$ cat src/rtl/i2s_multi_tx_pkg.sv
// Shared constants for the multi-lane I2S transmitter: mode encodings and
// the frame-counter width helper.
package i2s_multi_tx_pkg;

  localparam int SCK_MODE_TIED   = 0;  // DAC derives its own serial clock
  localparam int SCK_MODE_BITCLK = 1;  // sck toggles once per bit slot

  localparam int UND_MODE_ZERO   = 0;  // underrun frame carries a zero word
  localparam int UND_MODE_REPEAT = 1;  // underrun frame repeats the last word

  // One frame = two halves of SAMPLE_W slots, each slot 2^bit_cyc_log2 clocks.
  function automatic int frame_w(input int sample_w, input int bit_cyc_log2);
    return 1 + $clog2(sample_w) + bit_cyc_log2;
  endfunction

endpackage

$ cat src/rtl/i2s_multi_tx_lane.sv
// One stereo output lane: one-entry holding buffer, the word pair being
// shifted out, underrun tracking and the serial data mux.
module i2s_multi_tx_lane
  import i2s_multi_tx_pkg::*;
#(
  parameter int SAMPLE_W      = 16,
  parameter int UNDERRUN_MODE = UND_MODE_ZERO
) (
  input  logic                        clk,
  input  logic                        rst,
  input  logic                        en,
  input  logic                        load,
  input  logic                        lrck,
  input  logic [$clog2(SAMPLE_W)-1:0] slot,
  input  logic [SAMPLE_W-1:0]         s_left,
  input  logic [SAMPLE_W-1:0]         s_right,
  input  logic                        s_valid,
  output logic                        s_ready,
  input  logic                        mute,
  input  logic                        clr_underrun,
  output logic                        underrun,
  output logic                        sdin
);

  localparam int SW_LOG2 = $clog2(SAMPLE_W);

  logic                hold_full;
  logic [SAMPLE_W-1:0] hold_l, hold_r;
  logic [SAMPLE_W-1:0] left_w, right_w;
  logic                rlsb;
  logic                accept;
  logic [SW_LOG2-1:0]  idx;
  logic                sdin_bit;

  assign s_ready = !hold_full;
  assign accept  = s_valid && !hold_full;

  // An accept can only coincide with a load when the buffer was already
  // empty, so accept taking precedence over the load-drain is exact.
  always_ff @(posedge clk or posedge rst) begin
    // NOTE: sequential state uses non-blocking assignments so every register
    // samples pre-edge values, independent of statement order.
    if (rst) begin
      hold_full <= 1'b0;
      underrun  <= 1'b0;
    end else begin
      if (accept)    hold_full <= 1'b1;
      else if (load) hold_full <= 1'b0;

      if (load && !hold_full) underrun <= 1'b1;
      else if (clr_underrun)  underrun <= 1'b0;
    end
  end

  // NOTE: the payload is deliberately left without reset; hold_full says
  // when it is meaningful, so resetting it would only cost reset routing.
  always_ff @(posedge clk) begin
    if (accept) begin
      hold_l <= s_left;
      hold_r <= s_right;
    end
  end

  always_ff @(posedge clk or posedge rst) begin
    if (rst) begin
      left_w  <= '0;
      right_w <= '0;
      rlsb    <= 1'b0;
    end else if (!en) begin
      left_w  <= '0;
      right_w <= '0;
      rlsb    <= 1'b0;
    end else if (load) begin
      rlsb <= right_w[0];
      if (mute) begin
        left_w  <= '0;
        right_w <= '0;
      end else if (hold_full) begin
        left_w  <= hold_l;
        right_w <= hold_r;
      end else if (UNDERRUN_MODE == UND_MODE_ZERO) begin
        left_w  <= '0;
        right_w <= '0;
      end
    end
  end

  // One-slot I2S delay: slot k of a half carries bit SAMPLE_W-k, and slot 0
  // carries the LSB of the word that just finished.
  always_comb begin
    // NOTE: defaults first so no path through the block leaves a variable
    // unassigned, which would otherwise infer a latch.
    sdin_bit = 1'b0;
    idx      = SW_LOG2'(SAMPLE_W - int'(slot));
    if (slot == '0) sdin_bit = lrck ? left_w[0] : rlsb;
    else            sdin_bit = lrck ? right_w[idx] : left_w[idx];
  end

  assign sdin = en & sdin_bit;

endmodule

$ cat src/rtl/i2s_multi_tx.sv
// N-lane I2S-style transmitter: shared frame counter and derived clocks,
// one i2s_multi_tx_lane per DAC.
module i2s_multi_tx
  import i2s_multi_tx_pkg::*;
#(
  parameter int NUM_CH        = 3,
  parameter int SAMPLE_W      = 16,
  parameter int BIT_CYC_LOG2  = 4,
  parameter int MCLK_DIV_LOG2 = 2,
  parameter int SCK_MODE      = SCK_MODE_TIED,
  parameter int UNDERRUN_MODE = UND_MODE_ZERO
) (
  input  logic                       clk,
  input  logic                       rst,
  input  logic                       en,
  input  logic [NUM_CH*SAMPLE_W-1:0] s_left,
  input  logic [NUM_CH*SAMPLE_W-1:0] s_right,
  input  logic [NUM_CH-1:0]          s_valid,
  output logic [NUM_CH-1:0]          s_ready,
  input  logic [NUM_CH-1:0]          mute,
  input  logic [NUM_CH-1:0]          clr_underrun,
  output logic [NUM_CH-1:0]          underrun,
  output logic [NUM_CH-1:0]          audio_mclk,
  output logic [NUM_CH-1:0]          audio_lrck,
  output logic [NUM_CH-1:0]          audio_sck,
  output logic [NUM_CH-1:0]          audio_sdin
);

  localparam int F       = frame_w(SAMPLE_W, BIT_CYC_LOG2);
  localparam int SW_LOG2 = $clog2(SAMPLE_W);

  logic [F-1:0]       fc;
  logic               load;
  logic               lrck;
  logic               sck;
  logic [SW_LOG2-1:0] slot;

  always_ff @(posedge clk or posedge rst) begin
    if (rst)      fc <= '0;
    else if (!en) fc <= '0;
    else          fc <= fc + F'(1);
  end

  assign load = en && (&fc);
  assign lrck = fc[F-1];
  assign slot = fc[F-2:BIT_CYC_LOG2];

  if (SCK_MODE == SCK_MODE_BITCLK) begin : g_sck_bit
    assign sck = fc[BIT_CYC_LOG2-1];
  end else begin : g_sck_tied
    assign sck = 1'b1;
  end

  assign audio_mclk = {NUM_CH{fc[MCLK_DIV_LOG2-1]}};
  assign audio_lrck = {NUM_CH{lrck}};
  assign audio_sck  = {NUM_CH{sck}};

  for (genvar i = 0; i < NUM_CH; i++) begin : g_lane
    i2s_multi_tx_lane #(
      .SAMPLE_W      (SAMPLE_W),
      .UNDERRUN_MODE (UNDERRUN_MODE)
    ) u_lane (
      .clk          (clk),
      .rst          (rst),
      .en           (en),
      .load         (load),
      .lrck         (lrck),
      .slot         (slot),
      .s_left       (s_left[i*SAMPLE_W +: SAMPLE_W]),
      .s_right      (s_right[i*SAMPLE_W +: SAMPLE_W]),
      .s_valid      (s_valid[i]),
      .s_ready      (s_ready[i]),
      .mute         (mute[i]),
      .clr_underrun (clr_underrun[i]),
      .underrun     (underrun[i]),
      .sdin         (audio_sdin[i])
    );
  end

endmodule

$ cat config.mk
export PLATFORM = sky130hd
export DESIGN_NAME = i2s_multi_tx
export DESIGN_NICKNAME = d
export VERILOG_FILES = /design/src/rtl/i2s_multi_tx_pkg.sv /design/src/rtl/i2s_multi_tx_lane.sv /design/src/rtl/i2s_multi_tx.sv
export SDC_FILE = /design/constraint.sdc
export NUM_CORES = 1
export LEC_CHECK = 0
export ABC_AREA = 0
export CORE_UTILIZATION = 53
export CTS_CLUSTER_SIZE = 16
export DETAILED_ROUTE_END_ITERATION = 6
export GPL_TIMING_DRIVEN = 1
export PLACE_DENSITY = 0.83
export RECOVER_POWER = 50
export SYNTH_ARGS = -nofsm -noshare
export SYNTH_HDL_FRONTEND = slang
export SYNTH_SLANG_ARGS = --single-unit
$ cat constraint.sdc
create_clock -name clk -period 6.9 [get_ports clk]
set_input_delay 1.38 -clock clk [delete_from_list [all_inputs] [get_ports clk]]
set_output_delay 1.38 -clock clk [all_outputs]
set_load 0.05 [all_outputs]
==> results by group <==
Synth
  – Synth area leader: edfxtp_1
  – Syn_area_per_cell: 16.28 sq um
  – Number of flops mapped to enable cells by yosys: 96
  – Share of the synthesized area in the top cell type: 35.21%
  – Post-synthesis cell count: 503
  – Ys flop type: dfrtp_1
  – Sequential area share after synthesis: 70.06%
  – Top post-synthesis cells by area: edfxtp_1, dfrtp_1, a22o_1
  – Mapped Area: 8187 sq um
  – Async SR Flop Fraction: 54.29%
  – Register bit count reported by yosys: 210
  – Yosys Warn Count: 0
  – Cell variety after synth: 38

STA
  – Slew Viols, Final: 130
  – Minimum clock period after layout: 5.681 ns
  – Unrepaired setup endpoints after global routing: false
  – Layout Skew: 0.009702 ns
  – Peak Freq: 0.1760 GHz
  – Final Cycle Share: 82.34%
  – Worst-margin pin slew: 2.627 ns
  – Final setup viols: 0
  – Rel. slew slack: -76.07%
  – Fin. Hold Viols: 0
  – Post-route setup TNS: 0 ns

Route
  – Antenna-violating nets left: 0
  – DR vias: 4785
  – Vias/cell: 5.915
  – Initial detailed-routing violation count: 364
  – First drt pass iteration count: 5
  – Wirelength per Cell: 20.40 um
  – Detailed-route wire length: 16.50 mm
  – DRC Markers: 0

Clocking
  – Clock Latency Late Sink: 0.48 ns
  – CTS buffer count: 21
  – CTS tree: built
  – H-tree depth: 1
  – CTS clk-pin slew, worst paths: 0.07 ns
  – Setup Fix Bufs, Post-CTS: 0
  – PostCTS Resize Cnt: 0
  – Post-CTS Hold Buffers: 0
  – Clock Tree Root: clkbuf_16
  – Clk sinks: 210
  – Max clock buf depth: 3

Final layout
  – N_diodes: 0
  – Fin cells: 809
  – Most frequent cells in the layout: dfrtp_1, dlygate4sd3_1, a22o_1, edfxtp_1, mux4_2
  – Fin nets: 720
  – Most common cell after layout, fill and taps aside: dfrtp_1
  – Share of layout cells above drive strength 1: 12.24%
  – Synth-to-Final Area Change: 23.83%

GRT
  – GRT overflow: 0
  – Vias in the first global route: 5056
  – Gr usage total: 21.50%
  – First-pass GRT wire length: 26.41 mm
  – Initial antenna violation count: 0
  – Largest net degree at the start of global routing: 65

Placement
  – Cell total after placement: 773
  – GP Congestion: 0.7902
  – Port Buf Inserts: 122
  – HPWL after DPL: 10.92 mm

Critical path
  – Startpoint Class: flop
  – CP Class: reg2out
  – Worst Path Max Fanout: 26
  – Crit. End Element: output port
  – Worst EP arrival: 4.30 ns
  – Worst EP required: 5.52 ns
  – Worst R2R Setup Slack: 3.72 ns

Die
  – Row count: 45
  – Initial core utilization: 54.05%
  – Die Wd: 126.3 um
  – Die Y: 126.3 um
  – Die area: 15950 sq um
  – I/O pin count: 126
  – Core Region: 15150 sq um

Run status
  – Status: finished with violations
  – Violated checks: max-capacitance violations, max-slew violations

Power
  – Sequential share of power: 52.3%
  – Post-layout power: 0.002577 W
  – Maximum vdd drop: 0.1512 mV
  – Pint: 0.002060 W
  – Clock power frac: 43.2%
  – Net Sw Frac: 20.06%
  – P_sw: 0.0005168 W
  – Lkg Pwr: 4.071 nW
  – Combinational share of power: 4.5%
  – P per Cell Area: 254.2 nW/um^2

Min path
  – Worst Hold Class: reg2reg

Job
  – Max-Cap Viols: 3
## sequential cells by signal, summed over array words and instances (netlist names)
name and flops:
g_lane.u_lane.hold_l 48, g_lane.u_lane.underrun 3, g_lane.u_lane.hold_r 48, g_lane.u_lane.left_w 48
fc 9, g_lane.u_lane.hold_full 3, g_lane.u_lane.right_w 48, g_lane.u_lane.rlsb 3
## critical path: stages, from the launching register on
cell,delay [ns]
dfrtp_1,0.48
inv_1,0.13
ha_1,1.12
mux4_2,0.62
mux2_2,0.28
a311oi_1,0.31
a31oi_1,0.16
clkdlybuf4s50_1,0.73
## cells by family (layout without fill, tap and decap cells)
group | after synthesis | after routing | share of synthesized area (%)
buffers and inverters | 65 | 181 | 4.096
other | 1 | 3 | 0.04581
AOI/OAI and AO/OA | 122 | 122 | 12.52
muxes | 33 | 33 | 7.626
adders and majority gates | 4 | 4 | 0.6114
and+or+nand+nor | 58 | 58 | 3.974
DFF | 210 | 210 | 70.06
xor gates and xnor gates | 10 | 10 | 1.070
## worst paths after layout
kind	from	end	cells past startpoint
worst min-delay path	g_lane[2].u_lane.hold_l[2]	g_lane[2].u_lane.left_w[2]	1
worst max register to register	fc[4]	g_lane[2].u_lane.left_w[9]	8
worst max-delay path	fc[5]	audio_sdin[0]	7
min in group asynchronous	rst	g_lane[0].u_lane.left_w[15]	2
worst min register to register	g_lane[2].u_lane.hold_l[2]	g_lane[2].u_lane.left_w[2]	1
max in group asynchronous	rst	fc[4]	3
## power groups by stage
stage	clock network [W]	registers [W]	logic (W)
final	0.00111	0.00135	0.000116
after global routing	0.00118	0.00135	0.000125
after CTS	0.00113	0.00135	0.000130
after detailed placement	0	0.00137	0.000130
after global placement	0	0.00137	0.000125
after floorplan	0	0.00137	0.0000534
## Yosys cell counts (2+ instances only)
cell type / count
nor2_1: 3
and2_1: 9
and3_1: 3
buf_6: 2
mux4_2: 23
o21ai_0: 4
xnor2_1: 7
xor2_1: 3
nor4_1: 2
edfxtp_1: 96
a31oi_1: 7
mux2i_1: 5
clkbuf_1: 27
buf_4: 19
nor3_1: 4
ha_1: 4
dfrtp_1: 114
inv_1: 13
nand2_1: 16
nor4b_1: 2
mux2_2: 5
nand3_1: 3
a22o_1: 96
nor2b_1: 11
a21o_1: 3
o22ai_1: 3
o31ai_1: 2
a2111oi_0: 3
buf_2: 4
nand4_1: 2
## through the flow
| stage | hold slack [ns] | area, sq um | utilization, % | setup WS [ns] |
|---|---|---|---|---|
| 2_1_floorplan | 0.4428 | 8194 | - | 2.504 |
| 5_1_grt | 0.4767 | 10140 | 66.93 | 0.9130 |
| 3_5_place_dp | 0.4507 | 9473 | 62.54 | 1.704 |
| 6_report | 0.4616 | 10140 | 66.93 | 1.219 |
| 4_1_cts | 0.4645 | 10150 | 66.99 | 1.150 |
| 3_3_place_gp | 0.4498 | 9473 | 62.54 | 1.814 |
## layout make-up
| class | instances | area [sq um] |
|---|---|---|
| Tap cell | 188 | 235.2 |
| Clock buffer | 30 | 590.6 |
| Sequential cell | 210 | 5737 |
| Multi-Input combinational cell | 230 | 2153 |
| Fill cell | 999 | 5009 |
| Inverter | 13 | 50.05 |
| Clock inverter | 6 | 82.58 |
| Timing Repair Buffer | 132 | 1289 |
## per-layer routing
layer  up-vias  global-route usage [%]  share of wire [%]  wire [um]
met5         -                       0                  0          0
met4         0                   5.670                1.8        301
met3        35                   3.271                5.3        874
met2       193                   36.14                 51       8447
met1      2435                   29.64                 42       6879
li1       2122                       -                  -          -
No activity file was read; power rests on OpenSTA's default activity.
